==> src/rtl/rom_arbiter.sv <==
// Round-robin arbiter sharing one synchronous ROM read port between NUM_CH requesters.
// Each grant issues one ROM read, captures the word after ROM_LATENCY cycles and pulses o_valid.
module rom_arbiter #(
    parameter int unsigned NUM_CH      = 4,
    parameter int unsigned ADDR_WIDTH  = 10,
    parameter int unsigned DATA_WIDTH  = 16,
    parameter int unsigned ROM_LATENCY = 1
) (
    input  logic                         i_clk,
    input  logic                         i_rst_n,
    input  logic [NUM_CH-1:0]            i_req,
    input  logic [NUM_CH*ADDR_WIDTH-1:0] i_addr,
    output logic [NUM_CH-1:0]            o_grant,
    output logic [NUM_CH-1:0]            o_valid,
    output logic [DATA_WIDTH-1:0]        o_data,
    output logic                         o_rom_en,
    output logic [ADDR_WIDTH-1:0]        o_rom_addr,
    input  logic [DATA_WIDTH-1:0]        i_rom_data,
    output logic                         o_busy
);

    localparam int unsigned PtrW = (NUM_CH > 1) ? $clog2(NUM_CH) : 1;
    localparam int unsigned CntW = (ROM_LATENCY > 1) ? $clog2(ROM_LATENCY) : 1;

    typedef enum logic [1:0] {StIdle, StIssue, StWait, StRespond} state_e;

    state_e                  state_q, state_d;
    logic [PtrW-1:0]         ptr_q, ptr_d;
    logic [PtrW-1:0]         win_q, win_d;
    logic [CntW-1:0]         cnt_q, cnt_d;
    logic [NUM_CH-1:0]       grant_q, grant_d;
    logic [NUM_CH-1:0]       valid_q, valid_d;
    logic [DATA_WIDTH-1:0]   data_q, data_d;
    logic                    rom_en_q, rom_en_d;
    logic [ADDR_WIDTH-1:0]   rom_addr_q, rom_addr_d;
    logic                    busy_q, busy_d;

    logic                    found;
    logic [PtrW-1:0]         pick;

    // First set request searching upward from ptr_q with wrap-around.
    always_comb begin
        int unsigned     idx;
        logic [PtrW-1:0] cand;
        found = 1'b0;
        pick  = '0;
        idx   = 0;
        cand  = '0;
        for (int unsigned i = 0; i < NUM_CH; i++) begin
            idx = 32'(ptr_q) + i;
            if (idx >= NUM_CH) begin
                idx = idx - NUM_CH;
            end
            cand = PtrW'(idx);
            if (!found && i_req[cand]) begin
                found = 1'b1;
                pick  = cand;
            end
        end
    end

    always_ff @(posedge i_clk or negedge i_rst_n) begin
        if (!i_rst_n) begin
            state_q <= StIdle;
        end else begin
            state_q <= state_d;
        end
    end

    always_comb begin
        state_d = state_q;
        case (state_q)
            StIdle:    if (found) state_d = StIssue;
            StIssue:   state_d = StWait;
            StWait:    if (cnt_q == '0) state_d = StRespond;
            StRespond: state_d = StIdle;
            default:   state_d = StIdle;
        endcase
    end

    always_comb begin
        ptr_d      = ptr_q;
        win_d      = win_q;
        cnt_d      = cnt_q;
        grant_d    = grant_q;
        valid_d    = '0;
        data_d     = data_q;
        rom_en_d   = 1'b0;
        rom_addr_d = rom_addr_q;
        case (state_q)
            StIdle: begin
                if (found) begin
                    win_d      = pick;
                    grant_d    = {{(NUM_CH-1){1'b0}}, 1'b1} << pick;
                    rom_addr_d = i_addr[pick*ADDR_WIDTH +: ADDR_WIDTH];
                    rom_en_d   = 1'b1;
                end
            end
            StIssue: cnt_d = CntW'(ROM_LATENCY - 1);
            StWait: begin
                if (cnt_q == '0) begin
                    data_d  = i_rom_data;
                    valid_d = grant_q;
                end else begin
                    cnt_d = cnt_q - 1'b1;
                end
            end
            StRespond: begin
                ptr_d   = (win_q == PtrW'(NUM_CH - 1)) ? '0 : win_q + 1'b1;
                grant_d = '0;
            end
            default: ;
        endcase
        busy_d = (state_d != StIdle);
    end

    always_ff @(posedge i_clk or negedge i_rst_n) begin
        if (!i_rst_n) begin
            ptr_q      <= '0;
            win_q      <= '0;
            cnt_q      <= '0;
            grant_q    <= '0;
            valid_q    <= '0;
            data_q     <= '0;
            rom_en_q   <= 1'b0;
            rom_addr_q <= '0;
            busy_q     <= 1'b0;
        end else begin
            ptr_q      <= ptr_d;
            win_q      <= win_d;
            cnt_q      <= cnt_d;
            grant_q    <= grant_d;
            valid_q    <= valid_d;
            data_q     <= data_d;
            rom_en_q   <= rom_en_d;
            rom_addr_q <= rom_addr_d;
            busy_q     <= busy_d;
        end
    end

    assign o_grant    = grant_q;
    assign o_valid    = valid_q;
    assign o_data     = data_q;
    assign o_rom_en   = rom_en_q;
    assign o_rom_addr = rom_addr_q;
    assign o_busy     = busy_q;

endmodule

==> config.mk <==
export PLATFORM = sky130hd
export DESIGN_NAME = rom_arbiter
export DESIGN_NICKNAME = d
export VERILOG_FILES = /design/src/rtl/rom_arbiter.sv
export SDC_FILE = /design/constraint.sdc
export NUM_CORES = 1
export LEC_CHECK = 0
export BUFFER_PORTS_ARGS = -buffer_cell sky130_fd_sc_hd__buf_2
export CAP_MARGIN = 0
export CELL_PAD_IN_SITES_DETAIL_PLACEMENT = 1
export CELL_PAD_IN_SITES_GLOBAL_PLACEMENT = 1
export CORE_MARGIN = 2
export CORE_UTILIZATION = 36
export CTS_CLUSTER_SIZE = 10
export DETAILED_ROUTE_END_ITERATION = 8
export PLACE_DENSITY = 0.85
export SLEW_MARGIN = 20
export SYNTH_ARGS = -nofsm -noshare
export SYNTH_HDL_FRONTEND = slang
export SYNTH_SLANG_ARGS = --single-unit
==> constraint.sdc <==
create_clock -name i_clk -period 2.3 [get_ports i_clk]
set_input_delay 0.115 -clock i_clk [delete_from_list [all_inputs] [get_ports i_clk]]
set_output_delay 0.115 -clock i_clk [all_outputs]
set_load 0.005 [all_outputs]
After elaboration in Yosys (flattened, before gate mapping). Index checks and enable logic that the tools add are counted. Widths: inputs -> output; s select.

Register bits after elaboration: 43. Bits in latches: 0. RAM bits: 0. Memories: 0. Bits in read-only memories: 0. Output and inout bits: 36. Word-level logic and storage cells: 81. Bits of input ports: 62.

Bitwise operators: 1. Shift-type cells: 2. Multiply operators: 1. Muxes and demuxes: 32. Eq/ne operators: 5. Order comparisons: 8. Div/mod/pow operators: 0. Reductions and logical operators: 13. Add/subtract/negate cells: 9.

Operators with widths (number): $shiftx 40x7->10 (1); $mux 2 (11); $lt 2x3->1 const B (4); $mux 4 (3); $mux 1 (11); $ge 3x3->1 const B (3); $bmux 1 s2 (4); $pmux 2 s4 (1); $pmux 4 s2 (1); $sub 2x1->2 const B (4); $add 2x2->3 const B (2); $eq 2x2->1 const B (3); $reduce_and 2->1 (3); $reduce_bool 2->1 (3); $mul 2x3->5 const B (1); $shl 1x2->4 const A (1); $add 2x1->3 const B (1); $ge 2x3->1 const B (1); $logic_and 1x1->1 (3); $logic_not 1->1 (3); $add 2x1->2 const B (1); $eq 2x1->1 const B (1); $logic_not 2->1 (1); $ne 2x2->1 const B (1); 3 further kinds (3).

Longest topological paths before layout.
Depth after elaboration: 17. Gate-level depth with buffers: 7. Mapped depth without buffers: 6.

Least setup slack after synthesis. Ideal clock, no wire load.

Path type: register -> register. From: reg ptr_q[0]. To: reg rom_addr_q[5], in the netlist o_rom_addr[5]. Required time: 2158 ps. Library setup time: 142 ps. Setup slack: 730 ps. Buffers on the path: 2. Period minus slack after synthesis: 1570 ps. Cell stages (with the launch flop): 8. Arrival: 1427 ps. Path through: dfrtp_1 -> or2b_1 -> a21oi_1 -> a211o_1 -> buf_6 -> buf_6 -> mux2i_1 -> o221ai_1.

Longest elaborated chain between the ends: 16. Elaborated cells between the ends (all ways): 40. Those cells by class: add/sub (7); mul (1); order compare (4); shift (1); mux (20); reduce/logical (7).

RTL lines: start: declaration (RTL line 28) `logic [PtrW-1:0] ptr_q, ptr_d;`; start signal: assignment (RTL line 129) `ptr_q <= ptr_d;`; branches (longest 16 deep; another with $add 2x1->3); end signal: assignment (RTL line 136) `rom_addr_q <= rom_addr_d;`; end: declaration (RTL line 35) `logic [ADDR_WIDTH-1:0] rom_addr_q, rom_addr_d;`.

Parallel ways; which one is timed is not known. The select of a mux whose other input is x is not followed. A chain may end at the register's enable or synchronous reset.

Worst setup path after layout. Same ends and word-level chain as after synthesis.

==> out/results.md <==
## Cells and area
• 48.3% — proportion of layout cells with a drive suffix above 1
• 598 — number of inserted filler cells in the final layout
• 2600 µm² — post-route design area
• 0 — antenna cell count
• 34.1% — Area Overhead vs Synth
• 327 — total number of nets in the final design

## Power and ir drop
• 17.7% — Clk pwr share
• 0.00114 W — NetSw
• 43.6% — combinational group share of total power
• 0.00217 W — internal portion of total power
• 1.39 nW — Leak
• 34.4% — switching portion of total power
• 38.8% — proportion of power drawn by flip-flops and latches
• 1270 nW/µm² — total power divided by cell area
• 0.437 mV — worst-case vdd ir drop

## Yosys
• 226 — net count of the mapped netlist
• 42 — FF+latch count, synth
• 54.2% — share of synthesized area occupied by flip-flops and latches
• 12.1 µm² — per-instance average area after synthesis
• 0 — Yosys Warn Count
• 24 — count of different cell masters after synthesis
• 1940 µm² — netlist area before placement
• 160 — cells after synthesis

## Critical path
• 6 — count of cell instances traversed by the critical path
• o_rom_addr[5]$_DFFE_PN0P_ — critical register-to-register path endpoint
• reg2reg — critical path class
• o_rom_addr[5]$_DFFE_PN0P_ — CP Capture Point
• 1 — number of buffers and inverters on the critical path
• 2.02 ns — data arrival time of the critical path
• flip-flop — endpoint type of the worst setup path
• 2.46 ns — required arrival time at the worst endpoint
• 25 — maximum net fanout on the critical path
• flip-flop — startpoint kind of the worst setup timing path
• dfrtp_1 — slowest cell on the critical path
• ptr_q[0]$_DFFE_PN0P_ — origin of the worst setup path
• ptr_q[0]$_DFFE_PN0P_ — launching point of the worst reg2reg path
• 0.44 ns — flop-to-flop setup slack
• compound AO/OA/AOI/OAI gates — top cell family by delay on the critical path
• or2b_1, a21oi_1, a211o_1, buf_4, mux2i_1, o221ai_1 — critical path, cell by cell
• 6 — worst reg2reg path depth
• 0.43 ns — Slowest Stage Delay on Critical Path

## Die
• 77.4 µm — floorplan die height
• 98 — number of top-level design ports
• 5140 µm² — core outline area
• 77.4 µm — horizontal extent of the die
• 37.7% — starting density of the core
• 26 — row count
• 5990 µm² — die area

## Clock tree
• 0 — post-CTS resize count
• 2 — CTS HTree Levels
• 2 — Max clock buf depth
• 42 — clk sink count
• clkbuf_8 — clock root buffer
• 0.08 ns — clock-pin transition on the worst setup and hold timing paths
• 0.29 ns — clock latency of the later-clocked register in the worst-skew pair
• 5 — clock buffers created by TritonCTS
• yes — CTS tree

## GRT
• 43 — pin count of the biggest net entering global routing
• 8.29 mm — first-pass GRT wire length
• 17.4% — overall track demand over capacity in global routing
• 0 — leftover overflow at the end of global routing
• 0 — antenna violations before repair
• 1775 — vias in the first global route

## Timing
• 1.86 ns — min cycle time layout
• 538 MHz — highest achievable clock rate
• 0.931 ns — Least-Margin Pin Slew
• 0 — Final setup violation count
• 0.00879 ns — setup clock skew after layout
• 0.0589 ns — minimum hold slack
• 0 — Pins Over Slew Limit
• 80.9% — share of the clock period used by the worst path
• 37.9% — worst rel slew slack
• 0 ns — Total Negative Setup Slacks
• false — RSZ-0062 raised after global routing
• 0 — Hold Fails Final Rpt

## Routing
• 4.78 mm — wire length reported by the detailed router
• 1635 — via count
• 4 — detailed-routing iteration count for the pre-antenna-repair pass
• 0 — Detail Route Antenna Nets
• 4.94 — post-detailed-route via-to-cell ratio
• 41 — starting DRC count in detailed routing
• 14.4 µm — mean routed wirelength per cell
• 0 — number of design rule violations left after detail routing

## Min path
• 2 — hold depth
• in2reg — Hold WC Path Type

## Placed design
• 0.767 — global placer's final weighted congestion
• 2480 µm² — placed standard-cell area
• 97 — input/output buffers
• 3.65 mm — detailed placement HPWL

## Flow run
• 0 — Max Cap Viol

## Status
• complete, no violations — status

layout make-up:
class	instances	area (µm²)	area share, %
tap	70	87.6	3.37
clock inverter	1	30.0	1.16
sequential	42	1050	40.4
multi-input combinational	105	807	31.1
inverter	6	22.5	0.867
clock buffer	6	82.6	3.18
timing repair buffer	101	518	19.9
through the flow:
stage                     util (%)  power [W]  instances  setup WS (ns)
after floorplan                  -    0.00223        160          0.730
after global placement        48.2    0.00269        323          0.548
after detailed placement      48.2    0.00277        323          0.446
after CTS                     50.6    0.00337        331          0.436
after global routing          50.6    0.00361        331          0.322
final                         50.6    0.00331        331          0.440
synth_stat cells (all sizes together):
| master | count | area, µm² |
|---|---|---|
| dfrtp | 42 | 1050 |
| mux2i | 20 | 200 |
| nand2 | 19 | 71.3 |
| mux2 | 17 | 191 |
| o221ai | 10 | 87.6 |
| o21ai | 8 | 40.0 |
| nor2 | 7 | 26.3 |
| inv | 6 | 22.5 |
| a21oi | 4 | 20.0 |
| and2 | 4 | 25.0 |
| clkbuf | 4 | 15.0 |
| ha | 4 | 50.1 |
| buf | 3 | 42.5 |
| nand2b | 2 | 12.5 |
| o31ai | 2 | 15.0 |
| a211o | 1 | 8.76 |
| a21o | 1 | 7.51 |
| nand3 | 1 | 5.00 |
| nor2b | 1 | 13.8 |
| o32a | 1 | 10.0 |
| o32ai | 1 | 8.76 |
| or2 | 1 | 6.26 |
| or2b | 1 | 7.51 |
worst min-delay path by stage:
stage                         from                endpoint
finish               i_rom_data[8]   o_data[8]$_DFFE_PN0P_
global route        i_rom_data[14]  o_data[14]$_DFFE_PN0P_
CTS                  i_rom_data[8]   o_data[8]$_DFFE_PN0P_
detailed placement         i_rst_n   o_data[5]$_DFFE_PN0P_
global placement           i_rst_n  o_data[13]$_DFFE_PN0P_
floorplan                  i_rst_n        o_busy$_DFF_PN0_
repair_timing:
| action | in CTS | in global routing |
|---|---|---|
| hold endpoints to repair | 42 | 0 |
| hold buffers | 1 | 0 |
| buffers inserted | 0 | 0 |
worst register-to-register path, cell delays in order (launching register included):
cell,delay (ns)
dfrtp_1,0.43
or2b_1,0.24
a21oi_1,0.18
a211o_1,0.13
buf_4,0.34
mux2i_1,0.28
o221ai_1,0.13
per-layer routing:
layer / vias up / GRT usage [%] / share of wire (%)
met5: - / 0 / 0
met1: 779 / 20.8 / 43
met4: 0 / 5.54 / 1.5
met2: 79 / 30.3 / 49
met3: 8 / 5.00 / 7.1
li1: 769 / - / -
cells by family after synthesis:
logic type,Yosys count,share of synthesized area (%)
flip-flops,42,54.2
multiplexers,37,20.2
AND/OR/NAND/NOR,36,8.65
AO/OA/AOI/OAI,28,10.2
buffers and inverters,13,4.13
adder cells (fa/ha/maj),4,2.58
state kept, by name (all words and copies together) (netlist names):
register	cells
o_data	16
o_rom_addr	10
o_grant	4
o_valid	4
ptr_q	2
state_q	2
win_q	2
o_busy	1
o_rom_en	1
placed cells by master (no fill, tap or decap):
| cell | synthesis | layout |
|---|---|---|
| nand2b_1 | 2 | 2 |
| dfrtp_1 | 42 | 42 |
| o221ai_1 | 10 | 10 |
| o31ai_1 | 2 | 2 |
| nand3_1 | 1 | 1 |
| clkbuf_8 | 0 | 6 |
| mux2_2 | 17 | 17 |
| ha_1 | 4 | 4 |
| bufinv_16 | 0 | 1 |
| mux2i_1 | 20 | 20 |
| o32ai_1 | 1 | 1 |
| and2_1 | 4 | 4 |
| or2b_1 | 1 | 1 |
| buf_2 | 0 | 97 |
| or2_2 | 1 | 1 |
| a21o_1 | 1 | 1 |
| buf_4 | 0 | 3 |
| dlygate4sd3_1 | 0 | 1 |
| a211o_1 | 1 | 1 |
| a21oi_1 | 4 | 4 |
| inv_1 | 6 | 6 |
| o21ai_0 | 8 | 8 |
| nor2b_4 | 1 | 1 |
| o32a_1 | 1 | 1 |
| nand2_1 | 19 | 19 |
| nor2_1 | 7 | 7 |
power by group through the flow:
| stage | clock network, W | registers (W) | logic (W) |
|---|---|---|---|
| 2_1_floorplan | 0 | 0.00130 | 0.000928 |
| 3_3_place_gp | 0 | 0.00128 | 0.00142 |
| 3_5_place_dp | 0 | 0.00129 | 0.00147 |
| 4_1_cts | 0.000607 | 0.00129 | 0.00148 |
| 5_1_grt | 0.000645 | 0.00134 | 0.00163 |
| 6_report | 0.000585 | 0.00128 | 0.00144 |
(Power assumes the default switching activity.)
